**config.mk**
```make
export PLATFORM = sky130hd
export DESIGN_NAME = msdap_out_serializer
export DESIGN_NICKNAME = d
export VERILOG_FILES = /design/src/rtl/msdap_pkg.sv /design/src/rtl/msdap_word_fifo.sv /design/src/rtl/msdap_out_serializer.sv
export SDC_FILE = /design/constraint.sdc
export NUM_CORES = 1
export LEC_CHECK = 0
export ABC_CLOCK_PERIOD_IN_PS = 5300
export CAP_MARGIN = 0
export CORE_MARGIN = 3
export CORE_UTILIZATION = 33
export CTS_CLUSTER_SIZE = 40
export DETAILED_ROUTE_END_ITERATION = 8
export PLACE_DENSITY = 0.47
export SKIP_LAST_GASP = 1
export SLEW_MARGIN = 20
export SYNTH_ARGS = -nofsm -noshare
export SYNTH_HDL_FRONTEND = slang
export SYNTH_SLANG_ARGS = --single-unit
```
**constraint.sdc**
```tcl
create_clock -name SCLK -period 5.3 [get_ports SCLK]
set_input_delay 1.325 -clock SCLK [delete_from_list [all_inputs] [get_ports SCLK]]
set_output_delay 1.325 -clock SCLK [all_outputs]
set_load 0.1 [all_outputs]
```
**src/rtl/msdap_pkg.sv**
```systemverilog
// Shared definitions for the MSDAP output stage: shifter states, default
// geometry and channel indices.
package msdap_pkg;

  localparam int unsigned MSDAP_OUT_WIDTH = 40;
  localparam int unsigned MSDAP_NUM_CH    = 2;

  localparam int unsigned CH_L = 0;
  localparam int unsigned CH_R = 1;

  typedef enum logic [1:0] {
    S_IDLE  = 2'd0,
    S_SHIFT = 2'd1,
    S_GAP   = 2'd2
  } shift_state_e;

  // Counter width able to hold 0..n-1, never narrower than one bit.
  function automatic int unsigned clog2_min1(input int unsigned n);
    return (n <= 1) ? 1 : $clog2(n);
  endfunction

endpackage

```
**src/rtl/msdap_word_fifo.sv**
```systemverilog
// Synchronous frame FIFO with occupancy count; single-cycle push and pop,
// pointers wrap modulo DEPTH so any DEPTH >= 1 works.
module msdap_word_fifo
  import msdap_pkg::*;
#(
  parameter int unsigned W     = MSDAP_OUT_WIDTH * MSDAP_NUM_CH,
  parameter int unsigned DEPTH = 4
) (
  input  logic                         i_clk,
  input  logic                         i_clr,
  input  logic                         i_push,
  input  logic                         i_pop,
  input  logic [W-1:0]                 i_data,
  output logic [W-1:0]                 o_data,
  output logic [$clog2(DEPTH+1)-1:0]   o_level,
  output logic                         o_full,
  output logic                         o_empty
);

  localparam int unsigned PW = clog2_min1(DEPTH);
  localparam int unsigned LW = $clog2(DEPTH + 1);

  logic [W-1:0]  r_mem [DEPTH];
  logic [PW-1:0] r_wr_ptr;
  logic [PW-1:0] r_rd_ptr;
  logic [LW-1:0] r_level;
  logic          w_push;
  logic          w_pop;

  function automatic logic [PW-1:0] f_next(input logic [PW-1:0] p);
    return (p == PW'(DEPTH - 1)) ? '0 : p + 1'b1;
  endfunction

  assign o_full  = (r_level == LW'(DEPTH));
  assign o_empty = (r_level == '0);
  assign w_push  = i_push & ~o_full;
  assign w_pop   = i_pop & ~o_empty;
  assign o_data  = r_mem[r_rd_ptr];
  assign o_level = r_level;

  always_ff @(posedge i_clk) begin
    if (w_push) begin
      r_mem[r_wr_ptr] <= i_data;
    end
  end

  always_ff @(posedge i_clk) begin
    if (i_clr) begin
      r_wr_ptr <= '0;
      r_rd_ptr <= '0;
      r_level  <= '0;
    end else begin
      if (w_push) r_wr_ptr <= f_next(r_wr_ptr);
      if (w_pop)  r_rd_ptr <= f_next(r_rd_ptr);
      case ({w_push, w_pop})
        2'b10:   r_level <= r_level + 1'b1;
        2'b01:   r_level <= r_level - 1'b1;
        default: r_level <= r_level;
      endcase
    end
  end

endmodule

```
**src/rtl/msdap_out_serializer.sv**
```systemverilog
// Multi-channel bit-serial output stage: buffers parallel frames and shifts
// each channel out in lock-step on SCLK, framed by OutReady.
module msdap_out_serializer
  import msdap_pkg::*;
#(
  parameter int unsigned NUM_CH    = MSDAP_NUM_CH,
  parameter int unsigned WIDTH     = MSDAP_OUT_WIDTH,
  parameter int unsigned DEPTH     = 4,
  parameter int unsigned GAP       = 0,
  parameter bit          LSB_FIRST = 1'b0
) (
  input  logic                         SCLK,
  input  logic                         Reset,
  input  logic                         Flush,
  input  logic                         WordValid,
  output logic                         WordReady,
  input  logic [NUM_CH*WIDTH-1:0]      WordData,
  output logic [NUM_CH-1:0]            SerialOut,
  output logic                         OutReady,
  output logic                         Overflow,
  output logic [$clog2(DEPTH+1)-1:0]   Level
);

  localparam int unsigned FW      = NUM_CH * WIDTH;
  localparam int unsigned BW      = clog2_min1(WIDTH);
  localparam int unsigned GW      = clog2_min1(GAP);
  localparam bit          HAS_GAP = (GAP > 0);

  shift_state_e r_state;
  shift_state_e w_state_nxt;

  logic [FW-1:0]     r_sr;
  logic [FW-1:0]     w_sr_nxt;
  logic [FW-1:0]     w_sr_shift;
  logic [BW-1:0]     r_bitcnt;
  logic [BW-1:0]     w_bitcnt_nxt;
  logic [GW-1:0]     r_gapcnt;
  logic [GW-1:0]     w_gapcnt_nxt;
  logic [NUM_CH-1:0] r_serial;
  logic [NUM_CH-1:0] w_serial_nxt;
  logic              r_outready;
  logic              w_outready_nxt;
  logic              r_overflow;

  logic              w_clr;
  logic              w_push;
  logic              w_load;
  logic              w_last;
  logic              w_gap_done;
  logic              w_fifo_full;
  logic              w_fifo_empty;
  logic [FW-1:0]     w_fifo_dout;

  assign w_clr      = Reset | Flush;
  assign WordReady  = ~w_fifo_full;
  assign w_push     = WordValid & WordReady & ~Flush;
  assign w_last     = (r_bitcnt == BW'(WIDTH - 1));
  assign w_gap_done = (r_gapcnt == '0);

  msdap_word_fifo #(
    .W     (FW),
    .DEPTH (DEPTH)
  ) u_fifo (
    .i_clk   (SCLK),
    .i_clr   (w_clr),
    .i_push  (w_push),
    .i_pop   (w_load),
    .i_data  (WordData),
    .o_data  (w_fifo_dout),
    .o_level (Level),
    .o_full  (w_fifo_full),
    .o_empty (w_fifo_empty)
  );

  always_ff @(posedge SCLK) begin
    if (w_clr) r_state <= S_IDLE;
    else       r_state <= w_state_nxt;
  end

  // The final GAP cycle loads directly, so word period is exactly WIDTH+GAP.
  always_comb begin
    w_state_nxt = r_state;
    w_load      = 1'b0;
    case (r_state)
      S_IDLE: begin
        if (!w_fifo_empty) begin
          w_state_nxt = S_SHIFT;
          w_load      = 1'b1;
        end
      end
      S_SHIFT: begin
        if (w_last) begin
          if (HAS_GAP) begin
            w_state_nxt = S_GAP;
          end else if (!w_fifo_empty) begin
            w_state_nxt = S_SHIFT;
            w_load      = 1'b1;
          end else begin
            w_state_nxt = S_IDLE;
          end
        end
      end
      S_GAP: begin
        if (w_gap_done) begin
          if (!w_fifo_empty) begin
            w_state_nxt = S_SHIFT;
            w_load      = 1'b1;
          end else begin
            w_state_nxt = S_IDLE;
          end
        end
      end
      default: w_state_nxt = S_IDLE;
    endcase
  end

  always_comb begin
    w_sr_shift = '0;
    for (int unsigned c = 0; c < NUM_CH; c++) begin
      if (LSB_FIRST) w_sr_shift[c*WIDTH +: WIDTH] = r_sr[c*WIDTH +: WIDTH] >> 1;
      else           w_sr_shift[c*WIDTH +: WIDTH] = r_sr[c*WIDTH +: WIDTH] << 1;
    end
  end

  always_comb begin
    w_sr_nxt     = r_sr;
    w_bitcnt_nxt = r_bitcnt;
    w_gapcnt_nxt = r_gapcnt;
    if (w_load) begin
      w_sr_nxt     = w_fifo_dout;
      w_bitcnt_nxt = '0;
    end else begin
      case (r_state)
        S_SHIFT: begin
          if (w_last) begin
            w_sr_nxt     = '0;
            w_bitcnt_nxt = '0;
            if (HAS_GAP) w_gapcnt_nxt = GW'(GAP - 1);
          end else begin
            w_sr_nxt     = w_sr_shift;
            w_bitcnt_nxt = r_bitcnt + 1'b1;
          end
        end
        S_GAP: begin
          if (!w_gap_done) w_gapcnt_nxt = r_gapcnt - 1'b1;
        end
        default: ;
      endcase
    end
  end

  always_comb begin
    w_outready_nxt = (w_state_nxt == S_SHIFT);
    w_serial_nxt   = '0;
    for (int unsigned c = 0; c < NUM_CH; c++) begin
      if (LSB_FIRST) w_serial_nxt[c] = w_outready_nxt & w_sr_nxt[c*WIDTH];
      else           w_serial_nxt[c] = w_outready_nxt & w_sr_nxt[c*WIDTH + WIDTH - 1];
    end
  end

  always_ff @(posedge SCLK) begin
    if (w_clr) begin
      r_sr       <= '0;
      r_bitcnt   <= '0;
      r_gapcnt   <= '0;
      r_serial   <= '0;
      r_outready <= 1'b0;
      r_overflow <= 1'b0;
    end else begin
      r_sr       <= w_sr_nxt;
      r_bitcnt   <= w_bitcnt_nxt;
      r_gapcnt   <= w_gapcnt_nxt;
      r_serial   <= w_serial_nxt;
      r_outready <= w_outready_nxt;
      r_overflow <= r_overflow | (WordValid & ~WordReady);
    end
  end

  assign SerialOut = r_serial;
  assign OutReady  = r_outready;
  assign Overflow  = r_overflow;

endmodule

```
### Yosys cells after proc, flatten, opt, wreduce, memory -nomap -nowiden

Memory sizes are Yosys's and may differ from the RTL's. A register that Yosys moved wholly into a read port is not among the register bits.
Index checks and enable logic that the tools add are counted.

| word-level totals | value |
|---|---|
| memory bits (read-only) | 0 |
| word-level logic and storage cells | 67 |
| output and inout bits | 8 |
| input bits | 84 |
| register bits | 100 |
| bits in writable memories | 320 |
| latch bits | 0 |
| memories | 1 |

| cells by class | value |
|---|---|
| equality and inequality tests | 9 |
| multiplexer cells | 21 |
| shifts and indexed selects | 0 |
| $lt $le $gt $ge | 0 |
| multiply operators | 0 |
| add/sub/neg operators | 6 |
| bitwise operators | 13 |
| reductions and logical operators | 6 |
| div/mod/pow operators | 0 |

Memory list:

| name | depth | width | rd ports | clocked after memory_dff | write ports | RTL line | text |
|---|---|---|---|---|---|---|---|
| u_fifo.r_mem | 4 | 80 | 1 | 1 | 1 | msdap_word_fifo.sv:23 | `logic [W-1:0] r_mem [DEPTH];` |

Operators with widths:

| kind | count |
|---|---|
| 2-to-1 mux 80 bit | 3 |
| 2-to-1 mux 2 bit | 7 |
| == test 2 bit, second input constant | 4 |
| AND 1 bit | 7 |
| 2-to-1 mux 1 bit | 7 |
| adder 6 x 1 -> 6 bit, second input constant | 1 |
| == test 2 x 1 -> 1 bit, second input constant | 3 |
| == test 6 bit, second input constant | 1 |
| 2-to-1 mux 6 bit | 1 |
| one-hot mux 2 bit (3 select lines) | 1 |
| one-hot mux 3 bit (2 select lines) | 1 |
| adder 2 x 1 -> 2 bit, second input constant | 2 |
| NOT 1 bit | 4 |
| nonzero test 2 bit | 2 |
| adder 3 x 1 -> 3 bit, second input constant | 1 |
| == test 3 bit, second input constant | 1 |
| zero test 3 bit | 1 |
| one-hot mux 1 bit (3 select lines) | 1 |
| subtractor 3 x 1 -> 3 bit, second input constant | 1 |
| zero test 2 bit | 1 |
| OR 1 bit | 2 |
| AND reduction 2 bit | 1 |
| OR reduction 2 bit | 1 |
| subtractor 1 bit, second input constant | 1 |

### Logic depth before layout (Yosys ltp)

Gate-level depths: netlist of run 1.

| depth | value |
|---|---|
| depth in word-level cells | 7 |
| mapped depth | 11 |

### By module

From an unflattened synthesis of run 1, not the netlist that was laid out.

| unflattened totals | value |
|---|---|
| cells, all modules | 919 |
| area, all modules | 16116.7 sq um |

Modules (own cells, without submodules):

| module | cells each | area each (sq um) | times used |
|---|---|---|---|
| msdap_word_fifo | 472 | 12010.3 | 1 |
| msdap_out_serializer | 447 | 4106.4 | 1 |

### Worst setup path before layout of run 1

Ideal clock, no wire load.

| path | value |
|---|---|
| kind | register to register |
| start | register u_fifo.r_level[0] (netlist: u_fifo.o_level[0]) |
| end | memory u_fifo.r_mem[0][0] in the netlist's numbering, enable pin |
| path buffers | 0 |
| required time | 4.853 ns |
| cell stages (with the launch flop) | 5 |
| data arrival time | 3.944 ns |
| slack | 0.908 ns |
| cell sequence | dfxtp_1 -> or3b_2 -> nand2_1 -> nor2_1 -> and2_1 |

| on the way | value |
|---|---|
| longest elaborated chain between the ends | 7 |

RTL lines:

| what | RTL line | text |
|---|---|---|
| start, declared | msdap_word_fifo.sv:26 | `logic [LW-1:0] r_level;` |
| start signal, assigned | msdap_word_fifo.sv:56 | `2'b10: r_level <= r_level + 1'b1;` |
| start signal, assigned | msdap_word_fifo.sv:57 | `2'b01: r_level <= r_level - 1'b1;` |
| start signal, assigned | msdap_word_fifo.sv:58 | `default: r_level <= r_level;` |
| == test 3 bit (*) | msdap_word_fifo.sv:34 | `assign o_full = (r_level == LW'(DEPTH));` |
| NOT 1 bit (*) | msdap_out_serializer.sv:55 | `assign WordReady = ~w_fifo_full;` |
| net WordReady | msdap_out_serializer.sv:16 | `output logic WordReady,` |
| AND 1 bit (2 in a row) | msdap_out_serializer.sv:56 | `assign w_push = WordValid & WordReady & ~Flush;` |
| AND 1 bit (*) | msdap_word_fifo.sv:36 | `assign w_push = i_push & ~o_full;` |
| 2-to-1 mux 1 bit (*) | msdap_word_fifo.sv:42 | `if (w_push) begin` |
| 2-to-1 mux 1 bit (implied by the code) (*) | msdap_word_fifo.sv:43 | `r_mem[r_wr_ptr] <= i_data;` |
| end, declared | msdap_word_fifo.sv:23 |  |

The timed path passes the listed nets; every way through them passes the cells marked *.

### Worst setup path in the final report of run 1

| path | value |
|---|---|
| start | register u_fifo.r_level[2] (netlist: u_fifo.o_level[2]) |
| end | output port WordReady |

| on the way | value |
|---|---|
| longest elaborated chain between the ends | 2 |

RTL lines:

| what | RTL line |
|---|---|
| == test 3 bit | msdap_word_fifo.sv:34 |
| NOT 1 bit | msdap_out_serializer.sv:55 |
| end, declared | msdap_out_serializer.sv:16 |

Every way passes these cells.

==> out/qor.yml, run 1 <==
slew_violations: 0
grt_first_pass_wirelength_mm: 55.1
path_class: "register to output pin"
htree_levels: 2
rsz0062_at_grt: "no"
cts.sinks: 421
clk_latency_ps: 570
dr.pass1.iters: 4
cp-end-kind: "output pin"
cts_max_path_buffers: 3
drv_cap: 0
finalSetupViolations: 0
placementRows: 79
use_met2_pct: 22.6
wl_per_cell_um: 20.9
rr_endpoint: "u_fifo.o_level[2]$_SDFFE_PP0P_"
r2r-start: "u_fifo.o_level[0]$_SDFFE_PP0P_"
cp-startpoint: "u_fifo.o_level[2]$_SDFFE_PP0P_"
met1_usage_pct: 20.1
postCtsSetupRepairBufs: 0
outcome: "complete, no violations"
synthFlopType: "edfxtp_1"
grt_max_degree: 85
ff2ff_setup_slack_ps: 2320
ys_async_sr_fraction_pct: 0
detail-route-antenna-nets: 0
drive_above_1_share_pct: 16.8
finalPower_mw: 7.22
seq_area_frac_synth_pct: 73.0
overflow: 0
port_buffers: 91
powerDensity_nw_per_um2: 381
worstSetupEndpoint: "WordReady"
netlist_area_um2: 15900
cts_resized: 0
synth_edf_count: 320
hold_class: "register to register"
cts_tree: "yes"
r2r_cells: 10
post-route-period-util_pct: 71.7
drt_iter0_markers: 543
die_width_um: 226
crit_fanout: 7
layout_min_cycle_time_ps: 3800
wl_mm: 35.5
ys_ff_latch: 421
ys_types: 43
worstPathRequired_ps: 3970
syn_inst: 977
worstPathArrival_ps: 2480
tns_ps: 0
ys_warn_count: 0
holdPathStages: 2
synth_area_per_cell_um2: 16.3
diodes: 0
vias: 8671
max_slew_margin_pct: 31.6
ios: 92
dieArea_um2: 51000
startpoint_type: "register"
tightest_slew_ps: 1030
ir_drop_uv: 238
fmax_mhz: 263
p_leak_nw: 5.98
grt_pass1_vias: 9102
gp_congestion: 0.687
via_per_inst: 5.09
start_util_pct: 33.8
grtUsageMet3_pct: 2.72
top_usage_layer: "met2"
synthesis.nets: 1069
clock-root-buffer: "clkbuf_16"
area_delta_synth_final_pct: 19.0
grt_antenna_before_repair: 0
grtUsageTotal_pct: 14.2
cts_made_buffers: 45
clkTransAtPathRegs_ps: 60
coreArea_um2: 47100
finalHoldViolCount: 0
dp_hpwl_mm: 19.0
die_y_um: 226
nets: 1150
hold_buffers: 0
drc_errors: 0
finClkSkew_ps: 12.0
## power by group
| part | total [mW] | internal (mW) | switching [mW] |
|---|---|---|---|
| Clock | 3.06 | 1.77 | 1.29 |
| Sequential | 3.67 | 3.63 | 0.0414 |
| Combinational | 0.488 | 0.192 | 0.295 |
| Total | 7.22 | 5.59 | 1.63 |
## metrics by stage
stage	worst slack [ps]	cells	hold slack [ps]	cell area, µm²	util [%]
after floorplan	908	977	454	15900	-
after global placement	1610	1617	455	17500	37.1
after detailed placement	1600	1617	470	17500	37.1
after CTS	1460	1701	490	18900	40.2
after global routing	1410	1702	524	19000	40.2
final	1500	1702	484	19000	40.2
## Yosys cell counts (2+ instances only)
master | n | area [µm²]
o21ai_0 | 74 | 370
nand2_1 | 9 | 33.8
inv_1 | 10 | 37.5
clkbuf_1 | 42 | 158
o21ai_1 | 7 | 35.0
buf_2 | 22 | 110
a32oi_1 | 2 | 17.5
buf_4 | 5 | 37.5
and2_1 | 6 | 37.5
a211oi_1 | 4 | 30.0
mux4_2 | 80 | 1800
nand3_1 | 78 | 390
edfxtp_1 | 320 | 9610
dfxtp_1 | 101 | 2020
a31oi_1 | 2 | 12.5
xor2_1 | 5 | 43.8
or4_1 | 2 | 15.0
nor2_1 | 11 | 41.3
a21oi_1 | 159 | 796
nor3_1 | 7 | 35.0
or3_1 | 3 | 18.8
ha_1 | 7 | 87.6
## cells in the final DEF, fill, tap and decap left out, types with 9 or more instances in the layout
cell	count
a21oi_1	159
clkbuf_16	45
clkdlybuf4s50_1	91
clkinv_2	17
dfxtp_1	99
edfxtp_1	320
inv_1	10
mux4_2	80
nand2_1	9
nand3_1	78
nor2_1	10
o21ai_0	74
## per-layer routing
layer	part of all wire, %	vias to the layer above	routed length, µm
met1	46	4445	16500
met2	47	163	16900
met3	4.2	55	1500
met4	1.8	0	644
li1	-	4008	-
met5	0	-	0
## worst min-delay path by stage
stage | startpoint | to | slack [ps]
5_1_grt | Overflow$_SDFF_PP0_ | Overflow$_SDFF_PP0_ | 520
3_5_place_dp | Overflow$_SDFF_PP0_ | Overflow$_SDFF_PP0_ | 470
4_1_cts | Overflow$_SDFF_PP0_ | Overflow$_SDFF_PP0_ | 490
2_1_floorplan | r_sr[0]$_SDFFE_PP0P_ | r_sr[0]$_SDFFE_PP0P_ | 450
3_3_place_gp | Overflow$_SDFF_PP0_ | Overflow$_SDFF_PP0_ | 450
6_report | Overflow$_SDFF_PP0_ | Overflow$_SDFF_PP0_ | 480
## sequential cells by signal, indices dropped and copies added (netlist names), named ones only
name	flops
u_fifo.r_mem	320
r_sr	80
r_bitcnt	6
u_fifo.o_level	3
SerialOut	2
r_state	2
u_fifo.r_rd_ptr	2
u_fifo.r_wr_ptr	2
OutReady	1
Overflow	1
## cell type report
cell class | instances | area (µm²)
fillers | 4284 | 28200
well taps | 607 | 759
flip-flops and latches | 421 | 11600
multi-input cells | 476 | 3990
repair buffers | 104 | 1080
clock buffers | 58 | 1240
inverters | 10 | 37.5
clock inverters | 26 | 210
## critical path, stage by stage (launching register included)
cell	delay, ps
dfxtp_1	420
or3b_2	500
clkdlybuf4s50_1	990
## cells by family after synthesis
group	Yosys count	share of synthesized area, %
flip-flops	421	73.0
AO/OA/AOI/OAI	256	8.41
AND/OR/NAND/NOR	124	4.02
multiplexers	81	11.4
buffers and inverters	80	2.22
adder cells (fa/ha/maj)	8	0.675
XOR/XNOR	6	0.330
other	1	0.0235
Power figures use the tool's default switching activity.
==> run 2: changes to the inputs <==
- ABC_CLOCK_PERIOD_IN_PS: 5300 -> 3400
- PLACE_DENSITY: 0.47 -> 0.49
- clock period: 5.3 -> 3.4 ns (I/O delays scaled with it)
==> out/qor.yml, run 2 (synthesized netlist as in run 1, its figures left out) <==
outcome: "complete, no violations"
crit_fanout: 6  # -1
die_y_um: 226  # unchanged
cts_max_path_buffers: 3  # unchanged
wl_per_cell_um: 20.8  # -0.55%
placementRows: 79  # unchanged
overflow: 0  # unchanged
powerDensity_nw_per_um2: 597  # +57%
fin_util_pct: 40.8  # +0.53 points
fin_ws_ps: 576  # -921 ps
r2r_cells: 11  # +1
dp_hpwl_mm: 20.2  # +6.3%
clk_latency_ps: 570  # about the same
largest_register_ffs: 320  # unchanged
rr_endpoint: "u_fifo.o_level[2]$_SDFFE_PP0P_"
clkTransAtPathRegs_ps: 60  # about the same
dieArea_um2: 51000  # unchanged
cts_tree: "yes"
ff2ff_setup_slack_ps: 580  # -1740 ps
postCtsSetupRepairBufs: 0  # unchanged
dr.pass1.iters: 4  # unchanged
slew_violations: 0  # unchanged
port_buffers: 91  # unchanged
fmax_mhz: 354
post-route-period-util_pct: 83.1
drt_iter0_markers: 593  # +9.2%
fillers: 4241  # -1.0%
worstPathRequired_ps: 3880  # -90 ps
r2r-start: "r_bitcnt[0]$_SDFFE_PP0N_"
grt_antenna_before_repair: 0  # unchanged
layout_common_cells: "320 x edfxtp_1, 159 x a21oi_1, 99 x dfxtp_1"
grtUsageTotal_pct: 14.2  # +0.053 points
cts.sinks: 421  # unchanged
detail-route-antenna-nets: 0  # unchanged
tns_ps: 0  # unchanged
wl_mm: 35.6  # +0.33%
dp.cells: 1633  # +0.99%
tightest_slew_ps: 1020  # -2.42 ps
worstPathArrival_ps: 3300  # +820 ps
startpoint_type: "register"
finalNonFillerCells: 1717  # +0.88%
finClkSkew_ps: 18.7  # +6.64 ps
grt_pass1_vias: 9146  # +0.48%
grt_max_degree: 80  # -5.9%
area_delta_synth_final_pct: 20.5
htree_levels: 2  # unchanged
grt_first_pass_wirelength_mm: 55.8  # +1.4%
path_class: "register to register"
worstSetupEndpoint: "u_fifo.o_level[2]$_SDFFE_PP0P_"
vias: 8811  # +1.6%
coreArea_um2: 47100  # unchanged
diodes: 0  # unchanged
cts_made_buffers: 45  # unchanged
drive_above_1_share_pct: 17.0  # +0.22 points
finalHoldViolCount: 0  # unchanged
ir_drop_uv: 344  # +45%
drc_errors: 0  # unchanged
cp-startpoint: "r_bitcnt[0]$_SDFFE_PP0N_"
max_slew_margin_pct: 31.7  # +0.16 points
cts_resized: 0  # unchanged
gp_congestion: 0.692  # +0.68%
layout_min_cycle_time_ps: 2820
p_leak_nw: 6.09  # +1.9%
dp_slack_ps: 499  # -1100 ps
hold_class: "register to register"
finalSetupViolations: 0  # unchanged
start_util_pct: 33.8  # unchanged
top_regs: "u_fifo.r_mem x320, r_sr x80, r_bitcnt x6"
mostFrequentLayoutCell: "edfxtp_1"
die_width_um: 226  # unchanged
finalPower_mw: 11.5  # +59%
ios: 92  # unchanged
hold_buffers: 0  # unchanged
via_per_inst: 5.13  # +0.73%
drv_cap: 0  # unchanged
rsz0062_at_grt: "no"
top_register: "u_fifo.r_mem"
cp-end-kind: "register"
clock-root-buffer: "clkbuf_16"
nets: 1165  # +1.3%
## run 2: changes by cell type in the layout (fill, tap and decap cells not counted), sizes merged
| cell | previous run | this run |
|---|---|---|
| buf | 13 | 36 |
| clkinv | 18 | 13 |
| inv | 14 | 11 |
| clkinvlp | 2 | 0 |
| bufinv | 2 | 6 |
| clkdlybuf4s50 | 91 | 83 |
| clkbuf | 58 | 64 |
## run 2: worst min-delay path by stage
stage	to	from	slack, ps	cells past startpoint
global placement	Overflow$_SDFF_PP0_	Overflow$_SDFF_PP0_	460	2
finish	register	u_fifo.r_rd_ptr[1]$_SDFFE_PP0N_	500	2
global route	Overflow$_SDFF_PP0_	Overflow$_SDFF_PP0_	540	2
detailed placement	register	u_fifo.r_rd_ptr[1]$_SDFFE_PP0N_	480	2
floorplan	r_sr[0]$_SDFFE_PP0P_	r_sr[0]$_SDFFE_PP0P_	450	2
CTS	register	u_fifo.r_rd_ptr[1]$_SDFFE_PP0N_	500	2
## run 2: cell type report
cell class / count / area [µm²] / share of cell area, %
inverters: 10 / 37.5 / 0.195
multi-input cells: 476 / 4000 / 20.8
flip-flops and latches: 421 / 11600 / 60.6
well taps: 607 / 759 / 3.95
clock inverters: 20 / 243 / 1.26
clock buffers: 64 / 1250 / 6.51
repair buffers: 119 / 1290 / 6.71
## run 2: metal layers
layer  track usage, %  share of wire, %
met5                0                 0
met4             4.04               1.6
met3             2.38               3.6
met2             22.7                48
met1             20.2                47
## run 2: worst max-delay path: stages, from the launching register on
cell and delay (ps):
dfxtp_1 370, ha_1 320, nand4bb_1 210, o31ai_4 220, nand2_1 150, inv_1 210
ha_1 220, inv_1 60, fa_1 370, xor2_1 160, or3_1 300, a21oi_1 140
## run 2: metrics by stage
step	cell area [µm²]	hold WS, ps
2_1_floorplan	15900	454
3_3_place_gp	17700	459
3_5_place_dp	17700	484
4_1_cts	19200	500
5_1_grt	19200	535
6_report	19200	497
## run 2: report_power, final
group | internal [mW] | switching, mW | total (mW) | leakage (nW)
sequential | 5.66 | 0.0547 | 5.71 | 3.73
clock | 3.01 | 1.94 | 4.96 | 0.724
combinational | 0.315 | 0.476 | 0.792 | 1.64
